### config.mk
export PLATFORM = sky130hd
export DESIGN_NAME = id_ex_stage_flat
export DESIGN_NICKNAME = d
export VERILOG_FILES = /design/src/rtl/id_ex_stage_pkg.sv /design/src/rtl/id_ex_stage_if.sv /design/src/rtl/id_ex_stage_hazard_detect.sv /design/src/rtl/id_ex_stage.sv /design/src/flat_wrapper.sv
export SDC_FILE = /design/constraint.sdc
export NUM_CORES = 1
export LEC_CHECK = 0
export CORE_MARGIN = 4
export CORE_UTILIZATION = 33
export DETAILED_ROUTE_END_ITERATION = 8
export PLACE_DENSITY = 0.79
export SLEW_MARGIN = 15
export SYNTH_ARGS = -nofsm -noshare
export SYNTH_HDL_FRONTEND = slang
export SYNTH_SLANG_ARGS = --single-unit
### constraint.sdc
create_clock -name clk -period 1.5 [get_ports clk]
set_input_delay 0.225 -clock clk [delete_from_list [all_inputs] [get_ports clk]]
set_output_delay 0.225 -clock clk [all_outputs]
set_load 0.01 [all_outputs]
### src/rtl/id_ex_stage_pkg.sv
// Shared CPU pipeline definitions: control-bundle bit positions, widths and the NOP bundle.
// Used by id_ex_stage and its hazard logic.
package id_ex_stage_pkg;

  localparam int EX_W = 3;
  localparam int M_W  = 3;
  localparam int WB_W = 2;

  localparam int EX_REGDST  = 2;
  localparam int EX_ALUOP   = 1;
  localparam int EX_ALUSRC  = 0;
  localparam int M_BRANCH   = 2;
  localparam int M_MEMREAD  = 1;
  localparam int M_MEMWRITE = 0;
  localparam int WB_REGWRITE = 1;
  localparam int WB_MEMTOREG = 0;

  typedef struct packed {
    logic [EX_W-1:0] ex;
    logic [M_W-1:0]  m;
    logic [WB_W-1:0] wb;
  } ctrl_t;

  localparam ctrl_t CTRL_NOP = '0;

endpackage

### src/rtl/id_ex_stage_if.sv
// ID/EX boundary bundle: decoded ID-stage fields in, registered EX-stage fields and
// upstream hold-enables out. The stage itself connects through the slave modport.
interface id_ex_stage_if;
  import id_ex_stage_pkg::*;

  logic [EX_W-1:0] id_ex;
  logic [M_W-1:0]  id_m;
  logic [WB_W-1:0] id_wb;
  logic [31:0]     id_rd1, id_rd2, id_imm;
  logic [4:0]      id_rs, id_rt, id_rd;
  logic            id_valid;
  logic            flush;

  logic [EX_W-1:0] ex_ex;
  logic [M_W-1:0]  ex_m;
  logic [WB_W-1:0] ex_wb;
  logic [31:0]     ex_rd1, ex_rd2, ex_imm;
  logic [4:0]      ex_rs, ex_rt, ex_rd;
  logic            ex_valid;

  logic            pc_write;
  logic            ifid_write;
  logic            bubble;

  modport master (
    output id_ex, id_m, id_wb, id_rd1, id_rd2, id_imm, id_rs, id_rt, id_rd, id_valid, flush,
    input  ex_ex, ex_m, ex_wb, ex_rd1, ex_rd2, ex_imm, ex_rs, ex_rt, ex_rd, ex_valid,
    input  pc_write, ifid_write, bubble
  );

  modport slave (
    input  id_ex, id_m, id_wb, id_rd1, id_rd2, id_imm, id_rs, id_rt, id_rd, id_valid, flush,
    output ex_ex, ex_m, ex_wb, ex_rd1, ex_rd2, ex_imm, ex_rs, ex_rt, ex_rd, ex_valid,
    output pc_write, ifid_write, bubble
  );

endinterface

### src/rtl/id_ex_stage_hazard_detect.sv
// Load-use hazard detector: a valid load in EX whose destination (non-zero rt)
// is read by the valid instruction in ID.
module hazard_detect (
  input  logic       ex_valid,
  input  logic       ex_memread,
  input  logic [4:0] ex_rt,
  input  logic [4:0] id_rs,
  input  logic [4:0] id_rt,
  input  logic       id_valid,
  output logic       load_use
);

  assign load_use = ex_valid && ex_memread && (ex_rt != 5'd0) &&
                    ((ex_rt == id_rs) || (ex_rt == id_rt)) && id_valid;

endmodule

### src/rtl/id_ex_stage.sv
// ID/EX pipeline register with one-cycle load-use stall and flush bubbling.
// Optional bubble counter port/logic enabled by defining ID_EX_BUBBLE_CNT_EN.
module id_ex_stage
  import id_ex_stage_pkg::*;
(
  input  logic         clk,
  input  logic         rst_n,
  id_ex_stage_if.slave bus
`ifdef ID_EX_BUBBLE_CNT_EN
  ,
  output logic [31:0]  bubble_cnt
`endif
);

  ctrl_t       r_ctrl;
  logic        r_valid;
  logic [31:0] r_rd1, r_rd2, r_imm;
  logic [4:0]  r_rs, r_rt, r_rd;

  logic        w_load_use;
  logic        w_kill;
  ctrl_t       w_ctrl_next;

  hazard_detect u_hazard_detect (
    .ex_valid   (r_valid),
    .ex_memread (r_ctrl.m[M_MEMREAD]),
    .ex_rt      (r_rt),
    .id_rs      (bus.id_rs),
    .id_rt      (bus.id_rt),
    .id_valid   (bus.id_valid),
    .load_use   (w_load_use)
  );

  // Flush outranks load-use, but both zero the control bundle identically.
  assign w_kill = bus.flush || w_load_use;

  // NOTE: default first so every path assigns w_ctrl_next and no latch is inferred.
  always_comb begin
    w_ctrl_next = CTRL_NOP;
    if (bus.id_valid && !w_kill) begin
      w_ctrl_next.ex = bus.id_ex;
      w_ctrl_next.m  = bus.id_m;
      w_ctrl_next.wb = bus.id_wb;
    end
  end

  // NOTE: state updates use non-blocking assignments so all registers see pre-edge values.
  always_ff @(posedge clk or negedge rst_n) begin
    if (!rst_n) begin
      r_ctrl  <= CTRL_NOP;
      r_valid <= 1'b0;
      r_rd1   <= '0;
      r_rd2   <= '0;
      r_imm   <= '0;
      r_rs    <= '0;
      r_rt    <= '0;
      r_rd    <= '0;
    end else begin
      r_ctrl  <= w_ctrl_next;
      r_valid <= bus.id_valid && !w_kill;
      r_rd1   <= bus.id_rd1;
      r_rd2   <= bus.id_rd2;
      r_imm   <= bus.id_imm;
      r_rs    <= bus.id_rs;
      r_rt    <= bus.id_rt;
      r_rd    <= bus.id_rd;
    end
  end

`ifdef ID_EX_BUBBLE_CNT_EN
  logic [31:0] r_bubble_cnt;

  always_ff @(posedge clk or negedge rst_n) begin
    if (!rst_n)      r_bubble_cnt <= '0;
    else if (w_kill) r_bubble_cnt <= r_bubble_cnt + 32'd1;
  end

  assign bubble_cnt = r_bubble_cnt;
`endif

  assign bus.ex_ex      = r_ctrl.ex;
  assign bus.ex_m       = r_ctrl.m;
  assign bus.ex_wb      = r_ctrl.wb;
  assign bus.ex_valid   = r_valid;
  assign bus.ex_rd1     = r_rd1;
  assign bus.ex_rd2     = r_rd2;
  assign bus.ex_imm     = r_imm;
  assign bus.ex_rs      = r_rs;
  assign bus.ex_rt      = r_rt;
  assign bus.ex_rd      = r_rd;
  assign bus.pc_write   = !w_load_use;
  assign bus.ifid_write = !w_load_use;
  assign bus.bubble     = w_kill;

endmodule

### src/flat_wrapper.sv
// flat-port wrapper written by rule: the top's interface ports become plain ports
module id_ex_stage_flat import id_ex_stage_pkg::*;
  (clk, rst_n, bus_id_ex, bus_id_m, bus_id_wb, bus_id_rd1, bus_id_rd2, bus_id_imm, bus_id_rs, bus_id_rt, bus_id_rd, bus_id_valid, bus_flush, bus_ex_ex, bus_ex_m, bus_ex_wb, bus_ex_rd1, bus_ex_rd2, bus_ex_imm, bus_ex_rs, bus_ex_rt, bus_ex_rd, bus_ex_valid, bus_pc_write, bus_ifid_write, bus_bubble);
  id_ex_stage_if bus_i ();
  input  logic clk;
  input  logic rst_n;
  input wire logic [$bits(bus_i.id_ex)-1:0] bus_id_ex;
  input wire logic [$bits(bus_i.id_m)-1:0] bus_id_m;
  input wire logic [$bits(bus_i.id_wb)-1:0] bus_id_wb;
  input wire logic [$bits(bus_i.id_rd1)-1:0] bus_id_rd1;
  input wire logic [$bits(bus_i.id_rd2)-1:0] bus_id_rd2;
  input wire logic [$bits(bus_i.id_imm)-1:0] bus_id_imm;
  input wire logic [$bits(bus_i.id_rs)-1:0] bus_id_rs;
  input wire logic [$bits(bus_i.id_rt)-1:0] bus_id_rt;
  input wire logic [$bits(bus_i.id_rd)-1:0] bus_id_rd;
  input wire logic [$bits(bus_i.id_valid)-1:0] bus_id_valid;
  input wire logic [$bits(bus_i.flush)-1:0] bus_flush;
  output wire logic [$bits(bus_i.ex_ex)-1:0] bus_ex_ex;
  output wire logic [$bits(bus_i.ex_m)-1:0] bus_ex_m;
  output wire logic [$bits(bus_i.ex_wb)-1:0] bus_ex_wb;
  output wire logic [$bits(bus_i.ex_rd1)-1:0] bus_ex_rd1;
  output wire logic [$bits(bus_i.ex_rd2)-1:0] bus_ex_rd2;
  output wire logic [$bits(bus_i.ex_imm)-1:0] bus_ex_imm;
  output wire logic [$bits(bus_i.ex_rs)-1:0] bus_ex_rs;
  output wire logic [$bits(bus_i.ex_rt)-1:0] bus_ex_rt;
  output wire logic [$bits(bus_i.ex_rd)-1:0] bus_ex_rd;
  output wire logic [$bits(bus_i.ex_valid)-1:0] bus_ex_valid;
  output wire logic [$bits(bus_i.pc_write)-1:0] bus_pc_write;
  output wire logic [$bits(bus_i.ifid_write)-1:0] bus_ifid_write;
  output wire logic [$bits(bus_i.bubble)-1:0] bus_bubble;
  assign bus_i.id_ex = bus_id_ex;
  assign bus_i.id_m = bus_id_m;
  assign bus_i.id_wb = bus_id_wb;
  assign bus_i.id_rd1 = bus_id_rd1;
  assign bus_i.id_rd2 = bus_id_rd2;
  assign bus_i.id_imm = bus_id_imm;
  assign bus_i.id_rs = bus_id_rs;
  assign bus_i.id_rt = bus_id_rt;
  assign bus_i.id_rd = bus_id_rd;
  assign bus_i.id_valid = bus_id_valid;
  assign bus_i.flush = bus_flush;
  assign bus_ex_ex = bus_i.ex_ex;
  assign bus_ex_m = bus_i.ex_m;
  assign bus_ex_wb = bus_i.ex_wb;
  assign bus_ex_rd1 = bus_i.ex_rd1;
  assign bus_ex_rd2 = bus_i.ex_rd2;
  assign bus_ex_imm = bus_i.ex_imm;
  assign bus_ex_rs = bus_i.ex_rs;
  assign bus_ex_rt = bus_i.ex_rt;
  assign bus_ex_rd = bus_i.ex_rd;
  assign bus_ex_valid = bus_i.ex_valid;
  assign bus_pc_write = bus_i.pc_write;
  assign bus_ifid_write = bus_i.ifid_write;
  assign bus_bubble = bus_i.bubble;
  id_ex_stage u_core (.clk(clk), .rst_n(rst_n), .bus(bus_i));
endmodule
After elaboration in Yosys (flattened, before gate mapping)
Index checks and enable logic that the tools add are counted. Widths: inputs -> output; s select.

Flip-flop bits (word level): 120. Input bits: 123. Logic and storage cells: 23.

Equality and inequality tests: 2. Mux-type cells: 1. Reductions and logical operators: 10.

Operators by type and width (count): $eq 5x5->1 (2); $mux 8 (1); $logic_and 1x1->1 (5); $reduce_bool 5->1 (1); $logic_not 1->1 (2); $logic_or 1x1->1 (2).

Longest topological paths before layout
Depth in word-level cells: 8. Gate-level depth with buffers: 6. Depth with buffers taken out: 4.

Cells and area by module
From an unflattened synthesis, not the netlist that was laid out.

Cells, all modules: 150. Area, all modules: 3259.4 µm².

By module, submodules not included: id_ex_stage (times used 1, cells an instance 133, area an instance 3130.5 µm²); hazard_detect (times used 1, cells an instance 17, area an instance 128.9 µm²).

Worst setup path before layout
OpenSTA, ideal clock, no wires.

Kind: register to output. Start point: register u_core.r_rt[4], in the netlist u_core.bus.ex_rt[4]. End point: output bus_pc_write. Arrival time: 1.289 ns. Data required time: 1.275 ns. Setup slack: -0.014 ns. Cell stages (with the launch flop): 7. Buffers on the path: 2. Path through: dfrtp_1 xnor2_1 nand3_1 o22ai_2 buf_6 nand2_1 buf_4.

Cells in the longest elaborated chain, start to end: 5. Elaborated cells on any way between the ends: 8.

Ends and longest elaborated chain: start: declaration (RTL line id_ex_stage.sv:18) `logic [4:0] r_rs, r_rt, r_rd;`; start signal: assignment (RTL line id_ex_stage.sv:65) `r_rt <= bus.id_rt;`; $eq 5x5->1 / $reduce_bool 5->1 (equally long branches) (RTL line id_ex_stage_hazard_detect.sv:14, id_ex_stage_hazard_detect.sv:13); $logic_or 1x1->1 / $logic_and 1x1->1 (equally long branches) (RTL line id_ex_stage_hazard_detect.sv:14, id_ex_stage_hazard_detect.sv:13); $logic_and 1x1->1 (*) (RTL line id_ex_stage_hazard_detect.sv:13) `assign load_use = ex_valid && ex_memread && (ex_rt != 5'd0) &&`; $logic_and 1x1->1 (*) (RTL line id_ex_stage_hazard_detect.sv:14) `((ex_rt == id_rs) || (ex_rt == id_rt)) && id_valid;`; $logic_not 1->1 (*); end: declaration (RTL line flat_wrapper.sv:28) `output wire logic [$bits(bus_i.pc_write)-1:0] bus_pc_write;`.

Mark *: on every way between the ends. The rest lies on a longest branch, timed or not.

Final worst setup path
Start point: register u_core.r_rt[4], in the netlist u_core.bus.ex_rt[4]. End point: output bus_bubble.

Cells in the longest elaborated chain, start to end: 5. Elaborated cells on any way between the ends: 8.

Ends and longest elaborated chain: $eq 5x5->1 / $reduce_bool 5->1 (equally long branches) (RTL line id_ex_stage_hazard_detect.sv:14, id_ex_stage_hazard_detect.sv:13); $logic_or 1x1->1 / $logic_and 1x1->1 (equally long branches) (RTL line id_ex_stage_hazard_detect.sv:14, id_ex_stage_hazard_detect.sv:13); $logic_and 1x1->1 (*) (RTL line id_ex_stage_hazard_detect.sv:13); $logic_and 1x1->1 (*) (RTL line id_ex_stage_hazard_detect.sv:14); $logic_or 1x1->1 (*) (RTL line id_ex_stage.sv:35) `assign w_kill = bus.flush || w_load_use;`; end: declaration (RTL line flat_wrapper.sv:30) `output wire logic [$bits(bus_i.bubble)-1:0] bus_bubble;`.

Marked as above.

==> flow_metrics.env <==
export IMPL_yosysUniqueCellTypes=15
export IMPL_core_rowCount=36
export IMPL_startpoint="u_core.bus.ex_rt[4]"
export IMPL_nFillCells=806
export IMPL_hold_path_endpoint="u_core.bus.ex_rd[1]"
export IMPL_holdWs_ns=0.1626
export IMPL_path_max_fanout=4
export IMPL_cts_tree="built"
export IMPL_synth_area_leaders="dfrtp_1, xnor2_1, a21oi_1, nand2_1, nand3_1"
export IMPL_first_iter_violations=71
export IMPL_clock_path_buffers=2
export IMPL_finClkSkew_ns=0.003940
export IMPL_antenna_left=0
export IMPL_vdd_drop_max_uv=643.6
export IMPL_avgRoutedWirePerCell_um=17.19
export IMPL_cts_sinks=120
export IMPL_min_delay_start="bus_id_rd[1]"
export IMPL_slew_viol_final=0
export IMPL_slowest_stage="dfrtp_2"
export IMPL_r2r_end="u_core.bus.ex_ex[1]"
export IMPL_p_leak_nw=2.990
export IMPL_nNetsFinal=555
export IMPL_rsz0062_at_grt="true"
export IMPL_highest_layer="met4"
export IMPL_drive_gt1_frac=0.1104
export IMPL_violations="negative setup slack"
export IMPL_drtPass1Iterations=4
export IMPL_ys_warn_count=0
export IMPL_synth_top_cell_area_share=0.9174
export IMPL_pre_cts_ws_ns=-0.5631
export IMPL_h_tree_depth=4
export IMPL_route_vias_total=2347
export IMPL_path_cells="xnor2_2 -> nand3_1 -> o22ai_2 -> a21o_1 -> buf_2"
export IMPL_hpwl_um=7821
export IMPL_wl_met2_um=5501
export IMPL_gr_total_overflow=0
export IMPL_worstPathRequired_ns=1.27
export IMPL_cts_setup_buffers=0
export IMPL_numCtsBuffers=17
export IMPL_total_power_mw=8.328
export IMPL_grt_max_degree=76
export IMPL_start_util=0.3364
export IMPL_yosysSeqAreaShare=0.9174
export IMPL_clock_latency_ns=0.50
export IMPL_numPortBuffers=245
export IMPL_syn_num_nets=287
export IMPL_yosys_area_top_type="dfrtp_1"
export IMPL_area_growth_pct=95.64
export IMPL_routed_wirelength_um=9917
export IMPL_finalSetupTns_ns=-1.120
export IMPL_synth_edf_count=0
export IMPL_hold_viol=0
export IMPL_gr_usage_all_layers=0.1743
export IMPL_io_pins=246
export IMPL_die_h_um=107.6
export IMPL_clockPowerShare=0.492
export IMPL_setup_violations=3
export IMPL_worst_slack_ns=-0.3766
export IMPL_p_per_area_mw_per_mm2=1300
export IMPL_crit_type="reg2out"
export IMPL_critPathMaxStageDelay_ns=0.45
export IMPL_hold_path_depth=1
export IMPL_ff2ff_setup_slack_ns=0.20
export IMPL_cpLargestDelayFamily="flip-flops"
export IMPL_crit_buf_inv=1
export IMPL_syn_area_mm2=0.003273
export IMPL_r2r_cells=5
export IMPL_drcViolationCount=0
export IMPL_n_antenna_cell=0
export IMPL_slew_headroom=0.6315
export IMPL_status="complete, but fails checks"
export IMPL_grt_pass1_wl_um=14690
export IMPL_clk_pin_slew_worst_paths_ns=0.06
export IMPL_critPathArrivalTime_ns=1.65
export IMPL_worstMarginPinSlew_ns=0.5528
export IMPL_cp_start_kind="flip-flop"
export IMPL_ys_ff_latch=120
export IMPL_routed_via_density=4.068
export IMPL_core_area_mm2=0.009729
export IMPL_utilization=0.6582
export IMPL_root_buffer="clkbuf_8"
export IMPL_async_reset_ff_frac=1.000
export IMPL_antenna_found_initial=0
export IMPL_p_int_mw=6.660
export IMPL_yosysMostFrequentCell="dfrtp_1"
export IMPL_max_cap_violations=0
export IMPL_seq_power_share=0.414
export IMPL_combinationalPowerShare=0.094
export IMPL_hold_class="in2reg"
export IMPL_synth_common_cells="dfrtp_1, nand2_1, xnor2_1"
export IMPL_synth_ff_type="dfrtp_1"
export IMPL_synthesis_instances=164
export IMPL_p_sw_frac=0.2003
export IMPL_die_area_mm2=0.01158
export IMPL_r2r_start="u_core.bus.ex_rt[4]"
export IMPL_die_w_um=107.6
export IMPL_fmax_mhz=532.9
export IMPL_postSynthAreaPerCell_um2=19.96
export IMPL_post_route_min_period_ns=1.877
export IMPL_switchingPower_mw=1.668
export IMPL_wl_met1_um=3275
export IMPL_finalCritPeriodShare=1.251
export IMPL_grt_pass1_vias=2631
export IMPL_gp_congestion=0.7370
export IMPL_cp_end_kind="output port"
export IMPL_wl_met3_um=980
==> layer usage <==
metal | global-route usage | vias up
met2 | 0.3086 | 129
met1 | 0.1801 | 1148
met3 | 0.06899 | 15
met5 | 0 | -
met4 | 0.07935 | 0
li1 | - | 1055
==> flip-flops by register name (all words and copies together), names as in the netlist <==
register / cells
u_core.bus.ex_ex: 3
u_core.bus.ex_imm: 32
u_core.bus.ex_m: 3
u_core.bus.ex_rd: 5
u_core.bus.ex_rd1: 32
u_core.bus.ex_rd2: 32
u_core.bus.ex_rs: 5
u_core.bus.ex_rt: 5
u_core.bus.ex_valid: 1
u_core.bus.ex_wb: 2
==> repair_timing <==
item / CTS / global route
pin swaps: 5 / 4
hold endpoints to repair: 120 / 0
endpoints found under the setup margin: 123 / 7
resized for setup: 136 / 5
hold buffers: 1 / 0
==> area by class of cell <==
class,count,area (µm²),share of cell area
Sequential cell,120,3005,0.4693
Clock buffer,24,500.5,0.07816
Timing Repair Buffer,254,2367,0.3697
Tap cell,133,166.4,0.02599
Multi-Input combinational cell,39,250.2,0.03908
Clock inverter,7,113.9,0.01778
==> power groups by stage <==
stage	registers [mW]	clock network [mW]	logic, mW
after global placement	3.50	0	0.889
after global routing	3.47	4.35	0.838
after detailed placement	3.51	0	0.905
final	3.45	4.10	0.782
after CTS	3.45	4.20	0.797
after floorplan	3.60	0	0.0564
==> worst max-delay path by stage <==
stage / endpoint / slack [ns] / depth (start not counted)
after floorplan: bus_pc_write / 0.02 / 6
after global placement: bus_bubble / -0.56 / 6
after detailed placement: bus_bubble / -0.56 / 6
after CTS: bus_bubble / -0.43 / 5
after global routing: bus_ifid_write / -0.50 / 5
final: bus_bubble / -0.38 / 5
==> logic make-up (layout without fill, tap and decap cells) <==
group | count (synthesis) | in the layout | synth area share
AND/OR/NAND/NOR | 17 | 17 | 0.02179
AO/OA/AOI/OAI | 12 | 12 | 0.02332
buffers and inverters | 5 | 285 | 0.01070
XOR/XNOR | 10 | 10 | 0.02676
flip-flops | 120 | 120 | 0.9174
==> stage by stage <==
step / area [µm²] / std cells
after floorplan: 3274 / 164
after global placement: 5928 / 545
after detailed placement: 5928 / 545
after CTS: 6391 / 577
after global routing: 6404 / 577
final: 6404 / 577
==> placed cells by master (no fill, tap or decap) <==
cell	Yosys	final
a21boi_2	1	1
a21o_1	1	1
a21oi_1	9	9
buf_12	0	1
buf_2	1	4
buf_4	2	8
bufinv_16	0	3
clkbuf_1	0	1
clkbuf_16	0	16
clkbuf_8	0	7
clkdlybuf4s15_1	0	3
clkdlybuf4s50_1	0	121
clkinv_2	0	3
clkinv_4	0	1
dfrtp_1	120	118
dfrtp_2	0	2
dlygate4sd2_1	0	116
dlygate4sd3_1	0	1
nand2_1	11	11
nand3_1	3	3
nor2_1	1	1
nor2b_1	1	1
nor3_1	1	1
o22ai_2	1	1
xnor2_1	10	8
xnor2_2	0	2
Power figures use the tool's default switching activity.
